File: config.mk
export PLATFORM = sky130hd
export DESIGN_NAME = rgb_to_gray_stream
export DESIGN_NICKNAME = d
export VERILOG_FILES = /design/src/rtl/color_gray_pkg.sv /design/src/rtl/rgb_weighted_sum.sv /design/src/rtl/rgb_to_gray_stream.sv
export SDC_FILE = /design/constraint.sdc
export NUM_CORES = 1
export LEC_CHECK = 0
export CORE_AREA = 3 3 113 197
export DETAILED_ROUTE_END_ITERATION = 6
export DIE_AREA = 0 0 116 200
export DONT_BUFFER_PORTS = 1
export GPL_ROUTABILITY_DRIVEN = 0
export PLACE_DENSITY = 0.76
export SLEW_MARGIN = 10
export SYNTH_ARGS = -nofsm -noshare
export SYNTH_HDL_FRONTEND = slang
export SYNTH_HIERARCHICAL = 1
export SYNTH_SLANG_ARGS = --single-unit
File: constraint.sdc
create_clock -name clk -period 4.9 [get_ports clk]
set_clock_uncertainty 0.15 [all_clocks]
set_input_delay 0.98 -clock clk [delete_from_list [all_inputs] [get_ports clk]]
set_output_delay 0.98 -clock clk [all_outputs]
set_load 0.01 [all_outputs]
File: src/rtl/color_gray_pkg.sv
// Shared constants, mode encoding and width helper
// for the streaming RGB-to-grayscale converter.
package color_gray_pkg;

    typedef enum logic [1:0] {
        MODE_SUM  = 2'd0,
        MODE_AVG  = 2'd1,
        MODE_LUMA = 2'd2,
        MODE_MAX  = 2'd3
    } mode_e;

    localparam int COEF_R   = 77;
    localparam int COEF_G   = 150;
    localparam int COEF_B   = 29;
    localparam int COEF_AVG = 85;
    localparam int SHIFT    = 8;

    // Width of products and sums for a given channel width
    function automatic int mid_w(input int dw);
        return dw + 10;
    endfunction

endpackage

File: src/rtl/rgb_weighted_sum.sv
// S2/S3 arithmetic datapath: weighted products or max,
// then final sum and shift into the output register.
module rgb_weighted_sum
    import color_gray_pkg::*;
#(
    parameter  int DATA_W = 8,
    localparam int OUT_W  = DATA_W + 2,
    localparam int MID_W  = mid_w(DATA_W)
) (
    input  logic              clk,
    input  logic              rst_n,
    input  logic              i_en2,
    input  logic              i_en3,
    input  logic [DATA_W-1:0] i_r,
    input  logic [DATA_W-1:0] i_g,
    input  logic [DATA_W-1:0] i_b,
    input  mode_e             i_mode,
    output logic [OUT_W-1:0]  o_gray
);

    localparam logic [MID_W-1:0] K_R   = MID_W'(COEF_R);
    localparam logic [MID_W-1:0] K_G   = MID_W'(COEF_G);
    localparam logic [MID_W-1:0] K_B   = MID_W'(COEF_B);
    localparam logic [MID_W-1:0] K_AVG = MID_W'(COEF_AVG);

    logic [MID_W-1:0]  w_r;
    logic [MID_W-1:0]  w_g;
    logic [MID_W-1:0]  w_b;
    logic [DATA_W-1:0] w_max;
    logic [MID_W-1:0]  w_pr;
    logic [MID_W-1:0]  w_pg;
    logic [MID_W-1:0]  w_pb;
    logic [MID_W-1:0]  w_sum;
    logic [OUT_W-1:0]  w_res;

    logic [MID_W-1:0]  r_pr;
    logic [MID_W-1:0]  r_pg;
    logic [MID_W-1:0]  r_pb;
    mode_e             r_mode2;
    logic [OUT_W-1:0]  r_gray;

    assign w_r = MID_W'(i_r);
    assign w_g = MID_W'(i_g);
    assign w_b = MID_W'(i_b);

    // Largest of the three channels
    always_comb begin
        w_max = (i_r > i_g) ? i_r : i_g;
        if (i_b > w_max) w_max = i_b;
    end

    // Per-mode weighting of the three channels (MAX uses one lane)
    always_comb begin
        w_pr = '0;
        w_pg = '0;
        w_pb = '0;
        unique case (i_mode)
            MODE_SUM: begin
                w_pr = w_r;
                w_pg = w_g;
                w_pb = w_b;
            end
            MODE_AVG: begin
                w_pr = w_r * K_AVG;
                w_pg = w_g * K_AVG;
                w_pb = w_b * K_AVG;
            end
            MODE_LUMA: begin
                w_pr = w_r * K_R;
                w_pg = w_g * K_G;
                w_pb = w_b * K_B;
            end
            MODE_MAX: begin
                w_pr = MID_W'(w_max);
            end
        endcase
    end

    // S2: hold the weighted terms and the beat's own mode
    always_ff @(posedge clk or negedge rst_n) begin
        if (!rst_n) begin
            r_pr    <= '0;
            r_pg    <= '0;
            r_pb    <= '0;
            r_mode2 <= MODE_SUM;
        end else if (i_en2) begin
            r_pr    <= w_pr;
            r_pg    <= w_pg;
            r_pb    <= w_pb;
            r_mode2 <= i_mode;
        end
    end

    // The scaled modes keep the top OUT_W bits, the others the bottom
    assign w_sum = r_pr + r_pg + r_pb;
    assign w_res = (r_mode2 == MODE_AVG || r_mode2 == MODE_LUMA)
                 ? w_sum[SHIFT +: OUT_W]
                 : w_sum[OUT_W-1:0];

    // S3: registered result, frozen while the output is stalled
    always_ff @(posedge clk or negedge rst_n) begin
        if (!rst_n) r_gray <= '0;
        else if (i_en3) r_gray <= w_res;
    end

    assign o_gray = r_gray;

endmodule

File: src/rtl/rgb_to_gray_stream.sv
// Three-stage valid/ready RGB-to-grayscale pipeline with
// per-frame mode latch and sof/eol sideband.
module rgb_to_gray_stream
    import color_gray_pkg::*;
#(
    parameter  int DATA_W = 8,
    localparam int OUT_W  = DATA_W + 2
) (
    input  logic              clk,
    input  logic              rst_n,
    input  logic              in_valid,
    output logic              in_ready,
    input  logic [DATA_W-1:0] R_in,
    input  logic [DATA_W-1:0] G_in,
    input  logic [DATA_W-1:0] B_in,
    input  logic              sof_in,
    input  logic              eol_in,
    input  logic [1:0]        mode_in,
    output logic              out_valid,
    input  logic              out_ready,
    output logic [OUT_W-1:0]  grayscale_out,
    output logic              sof_out,
    output logic              eol_out
);

    logic              w_adv1;
    logic              w_adv2;
    logic              w_adv3;
    logic              w_acc;
    mode_e             w_mode;

    mode_e             r_mode;
    logic              r_s1_v;
    logic [DATA_W-1:0] r_s1_r;
    logic [DATA_W-1:0] r_s1_g;
    logic [DATA_W-1:0] r_s1_b;
    logic              r_s1_sof;
    logic              r_s1_eol;
    mode_e             r_s1_mode;
    logic              r_s2_v;
    logic              r_s2_sof;
    logic              r_s2_eol;
    logic              r_s3_v;
    logic              r_s3_sof;
    logic              r_s3_eol;

    assign w_adv3   = !r_s3_v || out_ready;
    assign w_adv2   = !r_s2_v || w_adv3;
    assign w_adv1   = !r_s1_v || w_adv2;
    assign in_ready = w_adv1;
    assign w_acc    = in_valid && w_adv1;

    // An sof beat already runs in the mode it brings
    assign w_mode = sof_in ? mode_e'(mode_in) : r_mode;

    // Frame mode latch
    always_ff @(posedge clk or negedge rst_n) begin
        if (!rst_n) r_mode <= MODE_SUM;
        else if (w_acc && sof_in) r_mode <= mode_e'(mode_in);
    end

    // S1: capture pixel, sideband and effective mode
    always_ff @(posedge clk or negedge rst_n) begin
        if (!rst_n) begin
            r_s1_v    <= 1'b0;
            r_s1_r    <= '0;
            r_s1_g    <= '0;
            r_s1_b    <= '0;
            r_s1_sof  <= 1'b0;
            r_s1_eol  <= 1'b0;
            r_s1_mode <= MODE_SUM;
        end else if (w_adv1) begin
            r_s1_v <= w_acc;
            if (w_acc) begin
                r_s1_r    <= R_in;
                r_s1_g    <= G_in;
                r_s1_b    <= B_in;
                r_s1_sof  <= sof_in;
                r_s1_eol  <= eol_in;
                r_s1_mode <= w_mode;
            end
        end
    end

    // S2 control and sideband
    always_ff @(posedge clk or negedge rst_n) begin
        if (!rst_n) begin
            r_s2_v   <= 1'b0;
            r_s2_sof <= 1'b0;
            r_s2_eol <= 1'b0;
        end else if (w_adv2) begin
            r_s2_v <= r_s1_v;
            if (r_s1_v) begin
                r_s2_sof <= r_s1_sof;
                r_s2_eol <= r_s1_eol;
            end
        end
    end

    // S3 control and sideband, held while stalled
    always_ff @(posedge clk or negedge rst_n) begin
        if (!rst_n) begin
            r_s3_v   <= 1'b0;
            r_s3_sof <= 1'b0;
            r_s3_eol <= 1'b0;
        end else if (w_adv3) begin
            r_s3_v <= r_s2_v;
            if (r_s2_v) begin
                r_s3_sof <= r_s2_sof;
                r_s3_eol <= r_s2_eol;
            end
        end
    end

    rgb_weighted_sum #(
        .DATA_W (DATA_W)
    ) u_ws (
        .clk    (clk),
        .rst_n  (rst_n),
        .i_en2  (w_adv2 && r_s1_v),
        .i_en3  (w_adv3 && r_s2_v),
        .i_r    (r_s1_r),
        .i_g    (r_s1_g),
        .i_b    (r_s1_b),
        .i_mode (r_s1_mode),
        .o_gray (grayscale_out)
    );

    assign out_valid = r_s3_v;
    assign sof_out   = r_s3_sof;
    assign eol_out   = r_s3_eol;

endmodule
==> summary.txt <==
Status
  – Status: finished clean

Placed design
  – DP HPWL: 23,000 um
  – Placed insts: 1,441
  – Dpl cell area: 11,600 um^2
  – PortBufs: 0

Critical path
  – Most used cell, CP: inv_1
  – Cell Chain, Critical Path: inv_1, fa_1, inv_1, ha_1, inv_1, fa_1, inv_1, ha_1, o21a_1, o31a_1, o21ai_1, o21ai_0, xnor2_1, nor3_1, a221o_1
  – Worst path slowest cell: dfrtp_1
  – CP Max Fanout: 11
  – Worst EP arrival: 4.41 ns
  – Worst setup path category: flip-flop to flip-flop
  – CP Capture Type: flip-flop
  – Critical Path RT: 4.99 ns
  – Crit start category: flip-flop
  – Max stage delay on crit path: 0.67 ns

Logic synthesis
  – Area contributors post-synth: ha_1 (24%), dfrtp_1 (21%), fa_1 (12%)
  – Syn Area/Cell: 9.43 um^2
  – Synth Net Count: 1,517
  – Top FF cell, synth: dfrtp_1
  – Synth area leader: ha_1
  – Mapped Cells: 1,203
  – Synth warn: 6
  – Asr flop ratio synth: 1.00
  – Seq/Total Area, Yosys: 0.209
  – Flops & latches, synth: 95
  – Synth top area share: 0.238
  – Distinct cell type count after synthesis: 76
  – Synthesized area: 11,300 um^2
  – EDFF count, synth: 0

Clock network
  – Post-CTS Hold Buffers: 0
  – TritonCTS clock tree: done
  – # Post-CTS Setup Buffers: 0
  – Post-cts sizing count: 0
  – TritonCTS buffer count: 9
  – Clk root buf: clkbuf_16
  – H-tree depth: 3
  – Clk buf depth: 2
  – Clk slew on worst S/H paths: 0.07 ns
  – Sink Count: 95
  – Worst-skew pair later-pin latency: 0.35 ns

Drt
  – Routed WL: 28,300 um
  – Via count: 8,885
  – Initial DRC count: 559
  – Routed WL per cell: 19.4 um
  – Antenna viol nets, final: 0
  – DR pass1 iterations: 5
  – DR DRC count: 0
  – Via density: 6.10

Timing
  – Slew @ Worst Pin: 0.922 ns
  – Final Setup Violations: 0
  – RSZ-0062 raised after global routing: no
  – Final hold vios: 0
  – Setup TNS: 0 ns
  – Fraction of the cycle the final worst path needs: 0.883
  – Normalized max-slew margin: 0.386
  – Tmin final: 4.33 ns
  – Final Max Slew Viols: 0
  – Fmax: 231 MHz

Cells and area
  – Fillers: 1,842
  – Post-Layout Cell Count: 1,457
  – Share of layout cells above drive strength 1: 0.0656
  – Final Cell Area: 11,900 um^2
  – Nets: 1,514
  – # diodes: 0
  – Area growth, synth to finish: 4.85%
  – Util after Layout: 0.571

Global route
  – First-pass GRT wire length: 46,300 um
  – Initial antenna violation count: 0
  – Number of global-route vias before repair: 9,220
  – Largest net degree at the start of global routing: 96
  – Overflow after GRT: 0
  – Tot GR Track Use: 0.256

Worst hold path
  – Hold crit path type: input port to asynchronous set/reset pin

Floorplanning
  – DIE AREA: 23,200 um^2
  – Die Span Y: 200 um
  – Die X: 116 um
  – Starting Density: 0.544
  – # rows: 70
  – Io pins: 46
  – Core area: 20,800 um^2

Job
  – Max_cap viols: 0
worst paths after layout:
check | from | end | slack, ns | cells past startpoint
min in group clk | r_s1_sof | r_s1_sof | 0.34 | 1
setup reg to reg | r_s1_r[5] | u_ws/r_pr[13] | 0.57 | 15
hold reg to reg | r_s1_sof | r_s1_sof | 0.34 | 1
max in group asynchronous | rst_n | r_s1_b[5] | 4.28 | 0
setup / recovery | r_s1_r[5] | u_ws/r_pr[13] | 0.57 | 15
hold / removal | rst_n | u_ws/o_gray[6] | 0.17 | 0
stage by stage:
stage | worst slack, ns | hold slack [ns]
3_3_place_gp | 0.677 | 0.320
4_1_cts | 0.559 | 0.160
2_1_floorplan | 0.988 | 0.309
3_5_place_dp | 0.582 | 0.330
6_report | 0.574 | 0.170
5_1_grt | 0.243 | 0.159
sequential cells by signal (all words and copies together), names as in the netlist, 2 cells and up:
signal	cells
r_s1_g	8
u_ws/r_pg	16
u_ws/r_pb	15
r_s1_b	8
r_s1_r	8
u_ws/o_gray	10
u_ws/r_pr	15
r_mode	2
u_ws/r_mode2	2
r_s1_mode	2
cells by family after synthesis:
group,Yosys count,synth area share
AO/OA/AOI/OAI,265,0.157
XOR/XNOR,53,0.0409
adder cells (fa/ha/maj),282,0.355
buffers and inverters,217,0.0748
flip-flops,95,0.209
multiplexers,59,0.0621
AND/OR/NAND/NOR,232,0.101
routing by layer:
| metal | wire length, um | GRT usage |
|---|---|---|
| met1 | 10300 | 0.277 |
| met2 | 14900 | 0.467 |
| met3 | 1140 | 0.0302 |
| met4 | 1940 | 0.158 |
| met5 | 0 | 0 |
worst max-delay path, delay by kind of cell, from the launching register on:
family	cells	cell delay, ns
DFF	1	0.67
and+or+nand+nor	1	0.07
adders and majority gates	4	1.80
buffers and inverters	4	0.40
AOI/OAI and AO/OA	5	0.89
xor gates and xnor gates	1	0.22
area by class of cell:
class,instances,area (um^2),area share
repair buffers,13,97.6,0.00820
flip-flops and latches,95,2380,0.200
clock buffers,10,229,0.0192
multi-input cells,891,8120,0.683
well taps,252,315,0.0265
clock inverters,6,43.8,0.00368
inverters,190,713,0.0599
cell usage in the layout (no fill, tap or decap), drive strengths merged, types with 34 or more instances in the layout:
cell type and instances:
ha 216, dfrtp 95, a21oi 81, nand2 53
mux2 34, xnor2 35, nor2 74, fa 66
inv 191, o21ai 47
cell usage after synthesis (20+ instances only):
| cell type | instances |
|---|---|
| clkbuf_1 | 22 |
| mux2i_1 | 25 |
| nand2_1 | 52 |
| o21ai_0 | 40 |
| xnor2_1 | 35 |
| nor2_1 | 74 |
| fa_1 | 66 |
| inv_1 | 189 |
| dfrtp_1 | 95 |
| nand3_1 | 20 |
| ha_1 | 216 |
| a21oi_1 | 80 |
Power is not shown: default switching activity piles up to over one toggle a cycle in this logic, so the estimate is an artifact.
